==> src/rtl/subckt_seq_pkg.sv <==
// Shared types and constants for the subcircuit test sequencer.
package subckt_seq_pkg;

  typedef enum logic [2:0] {
    ST_IDLE,
    ST_APPLY,
    ST_SETTLE,
    ST_CAPTURE,
    ST_DONE
  } seq_state_e;

  // Fibonacci taps for x^8+x^6+x^5+x^4+1 (bits 7,5,4,3)
  localparam logic [7:0]  LFSR_TAPS     = 8'hB8;
  // MISR feedback for x^16+x^12+x^5+1
  localparam logic [15:0] MISR_TAPS     = 16'h1021;
  // Substituted for an all-zero seed so the LFSR cannot lock up
  localparam logic [7:0]  SEED_ZERO_SUB = 8'h01;
  localparam logic [7:0]  LFSR_RESET    = 8'h01;

  function automatic logic [7:0] lfsr8_step(input logic [7:0] s);
    return {s[6:0], ^(s & LFSR_TAPS)};
  endfunction

  function automatic logic [15:0] misr16_step(input logic [15:0] s, input logic d);
    return {s[14:0], 1'b0} ^ (s[15] ? MISR_TAPS : 16'h0000) ^ {15'h0000, d};
  endfunction

endpackage

==> src/rtl/subckt_test_sequencer_lfsr.sv <==
// 8-bit pattern LFSR: load from seed (zero seed substituted), advance one step on request.
module seq_lfsr8
  import subckt_seq_pkg::*;
(
  input  logic       clk_i,
  input  logic       rst_i,
  input  logic       load_i,
  input  logic [7:0] seed_i,
  input  logic       advance_i,
  output logic [7:0] state_o
);

  logic [7:0] lfsr_q, lfsr_d;

  // Next state: load has priority over advance
  always_comb begin
    lfsr_d = lfsr_q;
    if (load_i) begin
      lfsr_d = (seed_i == '0) ? SEED_ZERO_SUB : seed_i;
    end else if (advance_i) begin
      lfsr_d = lfsr8_step(lfsr_q);
    end
  end

  // State register with synchronous reset
  always_ff @(posedge clk_i) begin
    if (rst_i) lfsr_q <= LFSR_RESET;
    else       lfsr_q <= lfsr_d;
  end

  assign state_o = lfsr_q;

endmodule

==> src/rtl/subckt_test_sequencer.sv <==
// Trojan-detection test sequencer: applies LFSR patterns to a subcircuit,
// waits SETTLE cycles, compares its response with the golden model and
// counts mismatches. Optional response MISR enabled by SUBCKT_SEQ_SIGNATURE_EN.
module subckt_test_sequencer
  import subckt_seq_pkg::*;
#(
  parameter int unsigned PAT_W          = 4,
  parameter int unsigned NUM_PATTERNS   = 256,
  parameter int unsigned SETTLE         = 3,
  parameter int unsigned CNT_W          = 16,
  parameter int unsigned MISMATCH_LIMIT = 1
) (
  input  logic             I1470_clk,
  input  logic             I1477_rst,
  input  logic             start,
  input  logic             abort,
  input  logic [7:0]       seed,
  output logic [PAT_W-1:0] pat_out,
  input  logic             dut_resp,
  input  logic             gold_resp,
  output logic             busy,
  output logic             done,
  output logic [CNT_W-1:0] mismatch_cnt,
  output logic             trojan_flag
`ifdef SUBCKT_SEQ_SIGNATURE_EN
  ,
  output logic [15:0]      signature
`endif
);

  seq_state_e       state_q, state_d;
  logic [3:0]       settle_q, settle_d;
  logic [15:0]      pat_cnt_q, pat_cnt_d;
  logic [CNT_W-1:0] mcnt_q, mcnt_d;
  logic [PAT_W-1:0] pat_q, pat_d;
  logic             flag_q, flag_d;
  logic             lfsr_load, lfsr_adv;
  logic [7:0]       lfsr_state;
`ifdef SUBCKT_SEQ_SIGNATURE_EN
  logic [15:0]      sig_q, sig_d;
`endif

  seq_lfsr8 u_lfsr (
    .clk_i    (I1470_clk),
    .rst_i    (I1477_rst),
    .load_i   (lfsr_load),
    .seed_i   (seed),
    .advance_i(lfsr_adv),
    .state_o  (lfsr_state)
  );

  // Next-state and datapath control; abort wins over every busy-state action
  always_comb begin
    state_d   = state_q;
    settle_d  = settle_q;
    pat_cnt_d = pat_cnt_q;
    mcnt_d    = mcnt_q;
    pat_d     = pat_q;
    flag_d    = flag_q;
    lfsr_load = 1'b0;
    lfsr_adv  = 1'b0;
`ifdef SUBCKT_SEQ_SIGNATURE_EN
    sig_d     = sig_q;
`endif
    unique case (state_q)
      ST_IDLE: begin
        if (start && !abort) begin
          lfsr_load = 1'b1;
          pat_cnt_d = '0;
          mcnt_d    = '0;
          flag_d    = 1'b0;
`ifdef SUBCKT_SEQ_SIGNATURE_EN
          sig_d     = '0;
`endif
          state_d   = ST_APPLY;
        end
      end
      ST_APPLY: begin
        if (abort) begin
          state_d = ST_IDLE;
        end else begin
          pat_d    = PAT_W'(lfsr_state);
          settle_d = 4'(SETTLE);
          state_d  = (SETTLE == 0) ? ST_CAPTURE : ST_SETTLE;
        end
      end
      ST_SETTLE: begin
        if (abort) begin
          state_d = ST_IDLE;
        end else begin
          settle_d = settle_q - 4'd1;
          if (settle_q <= 4'd1) state_d = ST_CAPTURE;
        end
      end
      ST_CAPTURE: begin
        if (abort) begin
          state_d = ST_IDLE;
        end else begin
          if ((dut_resp != gold_resp) && (mcnt_q != '1)) begin
            mcnt_d = mcnt_q + CNT_W'(1);
          end
`ifdef SUBCKT_SEQ_SIGNATURE_EN
          sig_d = misr16_step(sig_q, dut_resp);
`endif
          if (pat_cnt_q == 16'(NUM_PATTERNS - 1)) begin
            state_d = ST_DONE;
          end else begin
            pat_cnt_d = pat_cnt_q + 16'd1;
            lfsr_adv  = 1'b1;
            state_d   = ST_APPLY;
          end
        end
      end
      ST_DONE: begin
        flag_d  = (32'(mcnt_q) >= MISMATCH_LIMIT);
        state_d = ST_IDLE;
      end
      default: state_d = ST_IDLE;
    endcase
  end

  // State and datapath registers, synchronous active-high reset
  always_ff @(posedge I1470_clk) begin
    if (I1477_rst) begin
      state_q   <= ST_IDLE;
      settle_q  <= '0;
      pat_cnt_q <= '0;
      mcnt_q    <= '0;
      pat_q     <= '0;
      flag_q    <= 1'b0;
`ifdef SUBCKT_SEQ_SIGNATURE_EN
      sig_q     <= '0;
`endif
    end else begin
      state_q   <= state_d;
      settle_q  <= settle_d;
      pat_cnt_q <= pat_cnt_d;
      mcnt_q    <= mcnt_d;
      pat_q     <= pat_d;
      flag_q    <= flag_d;
`ifdef SUBCKT_SEQ_SIGNATURE_EN
      sig_q     <= sig_d;
`endif
    end
  end

  assign pat_out      = pat_q;
  assign busy         = (state_q == ST_APPLY) || (state_q == ST_SETTLE) || (state_q == ST_CAPTURE);
  assign done         = (state_q == ST_DONE);
  assign mismatch_cnt = mcnt_q;
  assign trojan_flag  = flag_q;
`ifdef SUBCKT_SEQ_SIGNATURE_EN
  assign signature    = sig_q;
`endif

endmodule
==> config.mk <==
export PLATFORM = sky130hd
export DESIGN_NAME = subckt_test_sequencer
export DESIGN_NICKNAME = d
export VERILOG_FILES = /design/src/rtl/subckt_seq_pkg.sv /design/src/rtl/subckt_test_sequencer_lfsr.sv /design/src/rtl/subckt_test_sequencer.sv
export SDC_FILE = /design/constraint.sdc
export NUM_CORES = 1
export LEC_CHECK = 0
export ABC_AREA = 0
export CAP_MARGIN = 20
export CORE_MARGIN = 2
export CORE_UTILIZATION = 40
export CTS_CLUSTER_DIAMETER = 40
export DETAILED_ROUTE_END_ITERATION = 16
export GPL_ROUTABILITY_DRIVEN = 1
export PLACE_DENSITY = 0.7
export SETUP_SLACK_MARGIN = 0.1
export SYNTH_ARGS = -nofsm -noshare
export SYNTH_HDL_FRONTEND = slang
export SYNTH_HIERARCHICAL = 1
export SYNTH_SLANG_ARGS = --single-unit
==> constraint.sdc <==
create_clock -name I1470_clk -period 2.95 [get_ports I1470_clk]
set_clock_uncertainty 0.2 [all_clocks]
set_input_delay 0.7375 -clock I1470_clk [delete_from_list [all_inputs] [get_ports I1470_clk]]
set_output_delay 0.7375 -clock I1470_clk [all_outputs]
set_load 0.01 [all_outputs]
# Yosys cells after proc, flatten, opt, wreduce, memory -nomap -nowiden

Cells that the tools add are included.

Input port bits: 14
Logic and storage cells: 72
Register bits: 52
Output and inout bits: 23

Multiplexer cells: 27
Order comparisons: 2
Eq/ne operators: 14
Bitwise gates (word level): 1
Reduce and logical (&&, ||, !) cells: 18
$add $sub $neg: 3

Operator list:

| kind                                                            | number |
|---|---|
| two-way mux 16 bit                                              | 5 |
| one-hot mux 16 bit (2 select lines)                             | 2 |
| adder 16 x 1 -> 16 bit (second input constant)                  | 2 |
| two-way mux 8 bit                                               | 3 |
| equality test 16 x 8 -> 1 bit (second input constant)           | 1 |
| >= comparator 16 x 1 -> 1 bit (second input constant)           | 1 |
| inequality test 16 bit (second input constant)                  | 1 |
| two-way mux 3 bit                                               | 5 |
| inequality test 2 bit (second input constant)                   | 6 |
| one-hot mux 3 bit (4 select lines)                              | 1 |
| zero test 8 bit                                                 | 1 |
| two-way mux 4 bit                                               | 2 |
| one-hot mux 4 bit (2 select lines)                              | 1 |
| AND reduction 4 bit                                             | 2 |
| nonzero test 2 bit                                              | 4 |
| parity 8 bit                                                    | 1 |
| equality test 3 x 2 -> 1 bit (second input constant)            | 2 |
| two-way mux 1 bit                                               | 6 |
| AND reduction 2 bit                                             | 3 |
| less-or-equal comparator 4 x 1 -> 1 bit (second input constant) | 1 |
| subtractor 4 x 1 -> 4 bit (second input constant)               | 1 |
| equality test 3 x 1 -> 1 bit (second input constant)            | 1 |
| equality test 3 bit (second input constant)                     | 1 |
| zero test 3 bit                                                 | 1 |
| 9 further kinds                                                 | 11 |

# Logic depth before layout (Yosys ltp)

Gate-level depths: netlist of run 1.

Word-level depth: 6
Gate-level depth with buffers: 9
Gate-level depth less buffers: 7

# By module

The synthesis of run 1 kept the hierarchy.

Modules (own cells, without submodules):

| module                | times used | cells an instance | area each (um^2) |
|---|---|---|---|
| subckt_test_sequencer | 1          | 287               | 2372.3 |
| seq_lfsr8             | 1          | 44                | 440.4 |

# Least setup slack after synthesis of run 1

Ideal clock, no wire load.

Path kind: input -> register
Start point: input start
End point: register pat_cnt_q[12]
Stages: 5
Arrival time: 2155 ps
Buffers on the path: 0
Setup slack: 536 ps
Required time: 2691 ps
Cells stage by stage: or3b_2 > a21oi_1 > nand3_1 > or4_1 > nand2_1

Word-level cells in the longest chain between the ends: 3

Ends and longest elaborated chain:

| what                                   | line                         | text |
|---|---|---|
| start: declaration                     | subckt_test_sequencer.sv:15  | `input logic start,` |
| logical AND 1 bit                      | subckt_test_sequencer.sv:67  | `if (start && !abort) begin` |
| inequality test 2 bit (no source line) | --                           |  |
| AND reduction 4 bit (no source line)   | --                           |  |
| end signal: assignment                 | subckt_test_sequencer.sv:137 | `pat_cnt_q <= pat_cnt_d;` |
| end: declaration                       | subckt_test_sequencer.sv:33  | `logic [15:0] pat_cnt_q, pat_cnt_d;` |

No other way between the ends.
A chain may end at the register's enable or synchronous reset.

# Worst setup path after layout of run 1

Start point: input start
End point: register pat_cnt_q[13]

Same word-level chain as after synthesis.

==> flow_summary.json, run 1 <==
{
  "synthArstFlopShare_pct": 0,
  "ant_nets": 0,
  "dp_slack_ns": -0.1470,
  "drive_above_1_share_pct": 11.50,
  "worst_pin_slew_ns": 0.9303,
  "layout_common_cells": "dfxtp_1 (52), nor2_1 (40), clkdlybuf4s50_1 (36)",
  "htree_num_levels": 2,
  "layout.cells.non_filler": 470,
  "port-buffer-count": 36,
  "route.detailed.drc": 0,
  "numCtsBuffers": 5,
  "powerDensity_mw_per_mm2": 371.8,
  "cp_max_fo": 3,
  "final_nets": 393,
  "fill_cells": 674,
  "final_common_cell": "dfxtp_1",
  "synth_area_mm2": 0.002813,
  "hold_path.class": "reg -> reg",
  "power_leakage_nw": 1.191,
  "fp.dieW_um": 87.86,
  "synth_cell_types": 51,
  "cts_tree": "yes",
  "avgSynthCellArea_um2": 8.498,
  "vias_per_cell": 5.498,
  "sequentialPowerShare_pct": 57.3,
  "diodes": 0,
  "crit_family": "compound AO/OA/AOI/OAI gates",
  "ir_drop_uv": 189.1,
  "swShare_pct": 25.57,
  "finalHoldViolCount": 0,
  "clk_latency_ns": 0.31,
  "critPathLaunchType": "input port",
  "r2r_cells": 6,
  "fmax_ghz": 0.3657,
  "antenna_found_initial": 0,
  "syn_nets": 351,
  "crit_path_top_delay_cell": "a2111oi_1",
  "syn_to_final_growth_pct": 21.49,
  "maxCapViolations": 0,
  "yosys_warnings": 6,
  "yosysSeqAreaShare_pct": 37.01,
  "reg2reg_slack_ns": 0.45,
  "yosysTopAreaCell": "dfxtp_1",
  "worst-path-buf-inv": 1,
  "dp.cells": 462,
  "route.vias.total": 2584,
  "grt_pass1_vias": 2412,
  "cp_cell_sequence": "clkdlybuf4s50_1 > or3b_2 > a2111oi_1 > o2111ai_1 > xor2_1 > nor2_1",
  "grt_use_total_pct": 18.59,
  "pwr-share-comb_pct": 9.7,
  "wl_mm": 6.779,
  "ys_top_cells_by_area": "dfxtp_1 (37%), nor2_1 (5.3%), mux2i_1 (3.9%), xor2_1 (3.7%), a21oi_1 (3.0%)",
  "setup_slack_ns": 0.2157,
  "cp_slowest_stage_delay_ns": 0.53,
  "globalplace.congestion": 0.8763,
  "start_util_pct": 41.40,
  "grt-ovfl-total": 0,
  "required_ns": 2.94,
  "critical_path_class": "in -> reg",
  "grt_max_degree": 33,
  "rows": 30,
  "post-dp-hpwl_mm": 4.931,
  "worstSetupEndpointType": "flop",
  "cp.arrival_ns": 2.72,
  "outcome": "finished, final reports clean",
  "r2r-end": "mismatch_cnt[6]",
  "rsz0062_at_grt": "no",
  "grt_pass1_wl_mm": 11.52,
  "hold_slack_ns": 0.2730,
  "drtIter0Drc": 139,
  "min_to": "pat_cnt_q[15]",
  "period_share_pct": 92.69,
  "p_int_w": 0.0009455,
  "clkPwrFrac_pct": 33.0,
  "io-pin-count": 37,
  "cts_hold_buf": 0,
  "cts_sinks": 52,
  "p_sw_w": 0.0003248,
  "clk_pin_slew_worst_paths_ns": 0.09,
  "synth_top_area_share_pct": 37.01,
  "ys.flop_type": "dfxtp_1",
  "reg2reg_from": "mismatch_cnt[0]",
  "min_from": "pat_cnt_q[15]",
  "finalSetupTns_ns": 0,
  "slew-limit-headroom_pct": 37.57,
  "coreArea_mm2": 0.006794,
  "synth_seq_cells": 52,
  "setup_viol": 0,
  "routedWlPerCell_um": 14.42,
  "finalCriticalPeriod_ns": 2.734,
  "maxSlewViolCount": 0,
  "synth_edf_count": 0,
  "dr.pass1.iters": 5,
  "clockBufferDepth": 2,
  "cts_root_buf": "clkbuf_8",
  "holdPathStages": 2,
  "die_y_um": 87.86,
  "postSynthCellCount": 331,
  "dieArea_mm2": 0.007719
}
==> cell type report <==
class,count,area [um2],area share (%)
multi-input combinational,251,1632,47.75
sequential,52,1041,30.47
timing repair buffer,55,503.0,14.72
tap,96,120.1,3.515
clock buffer,5,68.82,2.014
inverter,8,30.03,0.8788
clock inverter,3,22.52,0.6591
==> cells in the mapped netlist (all sizes together), types with 2 or more instances <==
master	count
dfxtp	52
nor2	40
nand2	20
a21oi	17
nand3	14
nor3	14
o21ai	13
xor2	12
clkbuf	11
mux2i	11
buf	9
nand4	9
nor4	9
and3	8
inv	8
mux2	7
ha	6
a211oi	5
a311oi	5
o31ai	5
xnor2	5
a31oi	4
a41oi	4
nand2b	4
nor4b	4
o311ai	4
or3	4
and2	3
nand3b	3
and4	2
nor2b	2
o2111ai	2
o211ai	2
o311a	2
or3b	2
or4	2
==> power groups by stage <==
stage,sequential [W],combinational (W),clock [W]
after floorplan,0.000739,0.0000797,0
after global placement,0.000743,0.000121,0
after detailed placement,0.000744,0.000124,0
after CTS,0.000727,0.000124,0.000430
after global routing,0.000730,0.000137,0.000458
final,0.000728,0.000124,0.000419
==> logic make-up (layout without fill, tap and decap cells) <==
| kind of cell | after synthesis | in the layout | synth area share, % |
|---|---|---|---|
| flip-flops | 52 | 52 | 37.01 |
| multiplexers | 18 | 18 | 6.717 |
| adder cells (fa/ha/maj) | 6 | 6 | 2.669 |
| AO/OA/AOI/OAI | 68 | 68 | 16.59 |
| buffers and inverters | 28 | 71 | 5.204 |
| XOR/XNOR | 17 | 17 | 5.293 |
| AND/OR/NAND/NOR | 142 | 142 | 26.51 |
==> repair_timing <==
item	in CTS	in global routing
gates resized for setup	0	2
setup buffers	0	0
endpoints found under the setup margin	0	3
==> layer usage <==
metal	GRT usage (%)	wire length [um]
met5	0	0
met4	5.734	53
met1	25.06	3197
met3	3.205	259
met2	30.44	3269
==> state kept, by name, indices dropped and copies added (netlist names) <==
register	flops
pat_cnt_q	16
state_q	3
trojan_flag	1
settle_q	4
mismatch_cnt	16
u_lfsr/state_o	8
pat_out	4
==> metrics by stage <==
step	power [W]	utilization, %	area [um2]
after floorplan	0.0008186	-	2813
after global placement	0.0008643	48.86	3319
after detailed placement	0.0008675	48.86	3319
after CTS	0.001281	50.20	3411
after global routing	0.001326	50.29	3417
final	0.001270	50.29	3417
==> worst max path at each step <==
stage,start,to,slack (ns),depth (start not counted)
3_5_place_dp,start,pat_cnt_q[13],-0.15,6
6_report,start,pat_cnt_q[13],0.22,6
4_1_cts,state_q[2],done,0.15,3
2_1_floorplan,start,pat_cnt_q[12],0.54,5
3_3_place_gp,start,pat_cnt_q[13],-0.07,6
5_1_grt,abort,mismatch_cnt[6],0.12,6
==> worst register-to-register path, stage by stage, from the launching register on <==
cell and delay, ns:
dfxtp_1 0.46, ha_1 0.25, nand3_1 0.19, nor4_1 0.45, and2_1 0.36, nor2_1 0.15, a311oi_1 0.33
No activity file was read; power rests on OpenSTA's default activity.
==> run 2: changes to the inputs <==
--- a/config.mk
+++ b/config.mk
@@ -6,6 +6,7 @@
 export NUM_CORES = 1
 export LEC_CHECK = 0
 export ABC_AREA = 0
+export ABC_CLOCK_PERIOD_IN_PS = 2950
 export CAP_MARGIN = 20
 export CORE_MARGIN = 2
 export CORE_UTILIZATION = 40
==> constraint.sdc (replaced) <==
create_clock -name I1470_clk -period 2.95 [get_ports I1470_clk]
set_clock_uncertainty 0.2 [all_clocks]
set_input_delay 0.59 -clock I1470_clk [delete_from_list [all_inputs] [get_ports I1470_clk]]
set_output_delay 0.59 -clock I1470_clk [all_outputs]
set_load 0.01 [all_outputs]
==> run 2 against run 1 <==
Against the previous run:
- total power up 0.32%
- worst setup slack improved by 0.11 ns
- critical path depth is 3 lower
- highest routed layer unchanged
==> flow_summary.json, run 2 (synthesis results as in run 1) <==
{
  "worst_pin_slew_ns": 0.8418,
  "power_leakage_nw": 1.161,
  "cts_resized": 0,
  "cts_root_buf": "clkbuf_8",
  "clockBufferDepth": 2,
  "antenna_found_initial": 0,
  "clk_pin_slew_worst_paths_ns": 0.10,
  "critical_path_class": "reg -> out",
  "layout_common_cells": "dfxtp_1 (52), nor2_1 (40), clkdlybuf4s50_1 (36)",
  "cp_max_fo": 8,
  "fmax_ghz": 0.3815,
  "startpoint": "state_q[2]",
  "required_ns": 2.16,
  "finalCriticalPeriod_ns": 2.621,
  "htree_num_levels": 2,
  "wl_mm": 6.875,
  "finalHoldViolCount": 0,
  "cts_sinks": 52,
  "cp.arrival_ns": 1.83,
  "start_util_pct": 41.40,
  "grt-ovfl-total": 0,
  "p_total_w": 0.001274,
  "coreArea_mm2": 0.006794,
  "diodes": 0,
  "reg2reg_from": "mismatch_cnt[0]",
  "globalplace.congestion": 0.9094,
  "fp.dieW_um": 87.86,
  "critPathLaunchType": "flop",
  "ir_drop_uv": 175.5,
  "grt_pass1_vias": 2302,
  "drtIter0Drc": 149,
  "min_from": "pat_cnt_q[15]",
  "hold_slack_ns": 0.2722,
  "numCtsBuffers": 5,
  "route.detailed.drc": 0,
  "setup_viol": 0,
  "io-pin-count": 37,
  "fin_util_pct": 49.78,
  "outcome": "finished, final reports clean",
  "hold_path.class": "reg -> reg",
  "cts_hold_buf": 0,
  "finalSetupTns_ns": 0,
  "dp_slack_ns": 0.09589,
  "slew-limit-headroom_pct": 43.37,
  "drive_above_1_share_pct": 10.27,
  "maxSlewViolCount": 0,
  "grt_max_degree": 33,
  "grt_pass1_wl_mm": 11.22,
  "setup_slack_ns": 0.3290,
  "maxCapViolations": 0,
  "rsz0062_at_grt": "no",
  "grt_use_total_pct": 18.33,
  "port-buffer-count": 36,
  "cts_setup_buffers": 0,
  "cts_tree": "yes",
  "ant_nets": 0,
  "dieArea_mm2": 0.007719,
  "rows": 30,
  "dr.pass1.iters": 4,
  "final_common_cell": "dfxtp_1",
  "vias_per_cell": 5.560,
  "post-dp-hpwl_mm": 4.855,
  "clk_latency_ns": 0.31,
  "die_y_um": 87.86,
  "worstSetupEndpointType": "output pin",
  "powerDensity_mw_per_mm2": 376.8,
  "syn_to_final_growth_pct": 20.24,
  "final_nets": 389,
  "route.vias.total": 2591,
  "period_share_pct": 88.85,
  "routedWlPerCell_um": 14.75
}
[run 2: cell types whose count changed in the layout (fill, tap and decap cells not counted)]
cell	change
buf_4	-4
nor3_2	-1
inv_6	-1
nor3_1	+1
a2111oi_1	-1
clkinv_2	-1
clkinvlp_4	+2
a2111oi_0	+1
[run 2: where the power goes]
part / total [W] / switching, W / internal (W)
logic: 0.000123 / 0.0000648 / 0.0000584
registers: 0.000728 / 0.0000131 / 0.000714
clock network: 0.000424 / 0.000255 / 0.000169
total: 0.00127 / 0.000333 / 0.000941
[run 2: area by class of cell]
| class | count | area [um2] |
|---|---|---|
| clock buffer | 5 | 68.82 |
| clock inverter | 3 | 23.77 |
| fill | 648 | 3412 |
| inverter | 8 | 30.03 |
| multi-input combinational | 251 | 1625 |
| sequential | 52 | 1041 |
| tap | 96 | 120.1 |
| timing repair buffer | 51 | 473.0 |
[run 2: per-stage QoR]
| step | instance area (um2) | std cells |
|---|---|---|
| 2_1_floorplan | 2813 | 331 |
| 3_3_place_gp | 3289 | 458 |
| 3_5_place_dp | 3289 | 458 |
| 4_1_cts | 3382 | 466 |
| 5_1_grt | 3382 | 466 |
| 6_report | 3382 | 466 |
[run 2: critical path, stage by stage, from the launching register on]
cell	delay (ns)
dfxtp_1	0.48
inv_1	0.12
nor3_1	0.31
clkdlybuf4s50_1	0.62
[run 2: routing by layer]
layer,global-route usage (%),part of all wire [%],vias to the layer above,wire [um]
li1,-,-,1292,-
met1,25.59,48,1224,3311
met2,28.24,46,67,3131
met3,3.770,4.7,8,324
met4,6.154,1.6,0,108
met5,0,0,-,0
[run 2: path summary, 6_finish.rpt]
path,end,slack (ns),cells after the start
max,done,0.33,3
min,pat_cnt_q[15],0.27,2
max reg2reg,mismatch_cnt[13],0.46,8
min reg2reg,pat_cnt_q[15],0.27,2
==> run 3: changes to the inputs <==
--- a/config.mk
+++ b/config.mk
@@ -6,14 +6,14 @@
 export NUM_CORES = 1
 export LEC_CHECK = 0
 export ABC_AREA = 0
-export ABC_CLOCK_PERIOD_IN_PS = 2950
+export ABC_CLOCK_PERIOD_IN_PS = 2800
 export CAP_MARGIN = 20
 export CORE_MARGIN = 2
 export CORE_UTILIZATION = 40
 export CTS_CLUSTER_DIAMETER = 40
 export DETAILED_ROUTE_END_ITERATION = 16
 export GPL_ROUTABILITY_DRIVEN = 1
-export PLACE_DENSITY = 0.7
+export PLACE_DENSITY_LB_ADDON = 0.3
 export SETUP_SLACK_MARGIN = 0.1
 export SYNTH_ARGS = -nofsm -noshare
 export SYNTH_HDL_FRONTEND = slang
==> constraint.sdc (replaced) <==
create_clock -name I1470_clk -period 2.8 [get_ports I1470_clk]
set_clock_uncertainty 0.2 [all_clocks]
set_input_delay 0.56 -clock I1470_clk [delete_from_list [all_inputs] [get_ports I1470_clk]]
set_output_delay 0.56 -clock I1470_clk [all_outputs]
set_load 0.01 [all_outputs]
==> run 3 against run 2 <==
Against the previous run:
- final area increased by 1.3%
- worst setup slack got worse by 0.069 ns
- routed wire length decreased by 1.7%
- critical path depth unchanged
- critical endpoint unchanged
- highest routed layer unchanged
==> flow_summary.json, run 3 (synthesis results as in run 1) <==
{
  "grt-ovfl-total": 0,
  "final_common_cell": "dfxtp_1",
  "maxCapViolations": 0,
  "vias_per_cell": 5.501,
  "cts_setup_buffers": 0,
  "holdPathStages": 2,
  "ir_drop_uv": 267.1,
  "dp_slack_ns": -0.07820,
  "route.vias.total": 2580,
  "clk_latency_ns": 0.30,
  "worstSetupEndpointType": "output pin",
  "hold_path.class": "reg -> reg",
  "worst_pin_slew_ns": 0.4559,
  "start_util_pct": 41.40,
  "cp_slowest_stage_delay_ns": 0.59,
  "finalHoldViolCount": 0,
  "grt_max_degree": 33,
  "globalplace.congestion": 0.8362,
  "layout.cells.non_filler": 469,
  "die_y_um": 87.86,
  "dieArea_mm2": 0.007719,
  "r2r_cells": 8,
  "min_from": "pat_cnt_q[15]",
  "clockBufferDepth": 2,
  "grt_pass1_vias": 2408,
  "route.detailed.drc": 0,
  "setup_slack_ns": 0.2595,
  "coreArea_mm2": 0.006794,
  "htree_num_levels": 2,
  "min_to": "pat_cnt_q[15]",
  "dr.pass1.iters": 4,
  "reg2reg_slack_ns": 0.41,
  "io-pin-count": 37,
  "p_total_w": 0.001336,
  "r2r-end": "mismatch_cnt[0]",
  "seq_area_mm2": 0.001041,
  "powerDensity_mw_per_mm2": 390.1,
  "crit_path_top_delay_cell": "clkdlybuf4s50_1",
  "power_leakage_nw": 1.183,
  "diodes": 0,
  "fmax_ghz": 0.3936,
  "outcome": "finished, final reports clean",
  "drive_above_1_share_pct": 11.53,
  "fin_util_pct": 50.41,
  "cts_sinks": 52,
  "cp.arrival_ns": 1.78,
  "port-buffer-count": 36,
  "dp.cells": 461,
  "layout_common_cells": "dfxtp_1 (52), nor2_1 (40), clkdlybuf4s50_1 (36)",
  "multi_input_area_mm2": 0.001633,
  "post-dp-hpwl_mm": 4.759,
  "cp_cell_sequence": "inv_1 > nor3_2 > clkdlybuf4s50_1",
  "grt_use_total_pct": 17.49,
  "ant_nets": 0,
  "fill_cells": 645,
  "reg2reg_from": "mismatch_cnt[0]",
  "maxSlewViolCount": 0,
  "finalSetupTns_ns": 0,
  "finalCriticalPeriod_ns": 2.541,
  "fp.dieW_um": 87.86,
  "syn_to_final_growth_pct": 21.75,
  "antenna_found_initial": 0,
  "critPathLaunchType": "flop",
  "grt_pass1_wl_mm": 10.87,
  "slew-limit-headroom_pct": 69.50,
  "period_share_pct": 90.73,
  "required_ns": 2.04,
  "rows": 30,
  "numCtsBuffers": 5,
  "final_nets": 392,
  "rsz0062_at_grt": "no",
  "drtIter0Drc": 142,
  "cts_root_buf": "clkbuf_8",
  "cts_tree": "yes",
  "setup_viol": 0,
  "routedWlPerCell_um": 14.41,
  "critical_path_class": "reg -> out",
  "wl_mm": 6.760,
  "clk_pin_slew_worst_paths_ns": 0.10,
  "cp_max_fo": 8
}
## run 3: cell type report
class	instances	share of cell area, %
Clock buffer	5	2.010
Clock inverter	3	0.6942
Inverter	8	0.8769
Multi-Input combinational cell	251	47.68
Sequential cell	52	30.40
Tap cell	96	3.507
Timing Repair Buffer	54	14.83
## run 3: critical path, delay by kind of cell (launching register included)
| kind | cells | cell delay [ns] |
|---|---|---|
| and+or+nand+nor | 1 | 0.28 |
| buffers and inverters | 2 | 0.72 |
| DFF | 1 | 0.47 |
## run 3: worst max-delay path by stage
| stage | from | endpoint | slack, ns | cells past startpoint |
|---|---|---|---|---|
| after global routing | start | pat_cnt_q[13] | 0.15 | 6 |
| after global placement | start | pat_cnt_q[13] | -0.02 | 6 |
| final | state_q[2] | done | 0.26 | 3 |
| after detailed placement | start | pat_cnt_q[5] | -0.08 | 6 |
| after floorplan | mismatch_cnt[0] | mismatch_cnt[13] | 0.48 | 8 |
| after CTS | state_q[2] | done | 0.17 | 3 |
## run 3: what timing repair did
action                                  CTS  global route
hold buffers                              0             0
gates resized for setup                   0             3
endpoints found under the setup margin    0            10
## run 3: power breakdown
| part | internal, W | leakage, nW | switching [W] | total [W] |
|---|---|---|---|---|
| Clock | 0.000178 | 0.0404 | 0.000259 | 0.000436 |
| Combinational | 0.0000647 | 0.722 | 0.0000688 | 0.000133 |
| Sequential | 0.000753 | 0.421 | 0.0000136 | 0.000766 |
| Total | 0.000995 | 1.18 | 0.000341 | 0.00134 |
## run 3: stage by stage
stage	cell area, um2	hold slack (ns)
5_1_grt	3425	0.2949
6_report	3425	0.2751
2_1_floorplan	2813	0.2381
4_1_cts	3417	0.2769
3_3_place_gp	3324	0.2596
3_5_place_dp	3324	0.2628
## run 3: metal layers
metal | global-route usage, % | wire length, um
met5 | 0 | 0
met4 | 4.196 | 15
met3 | 2.639 | 231
met2 | 28.79 | 3329
met1 | 24.14 | 3183
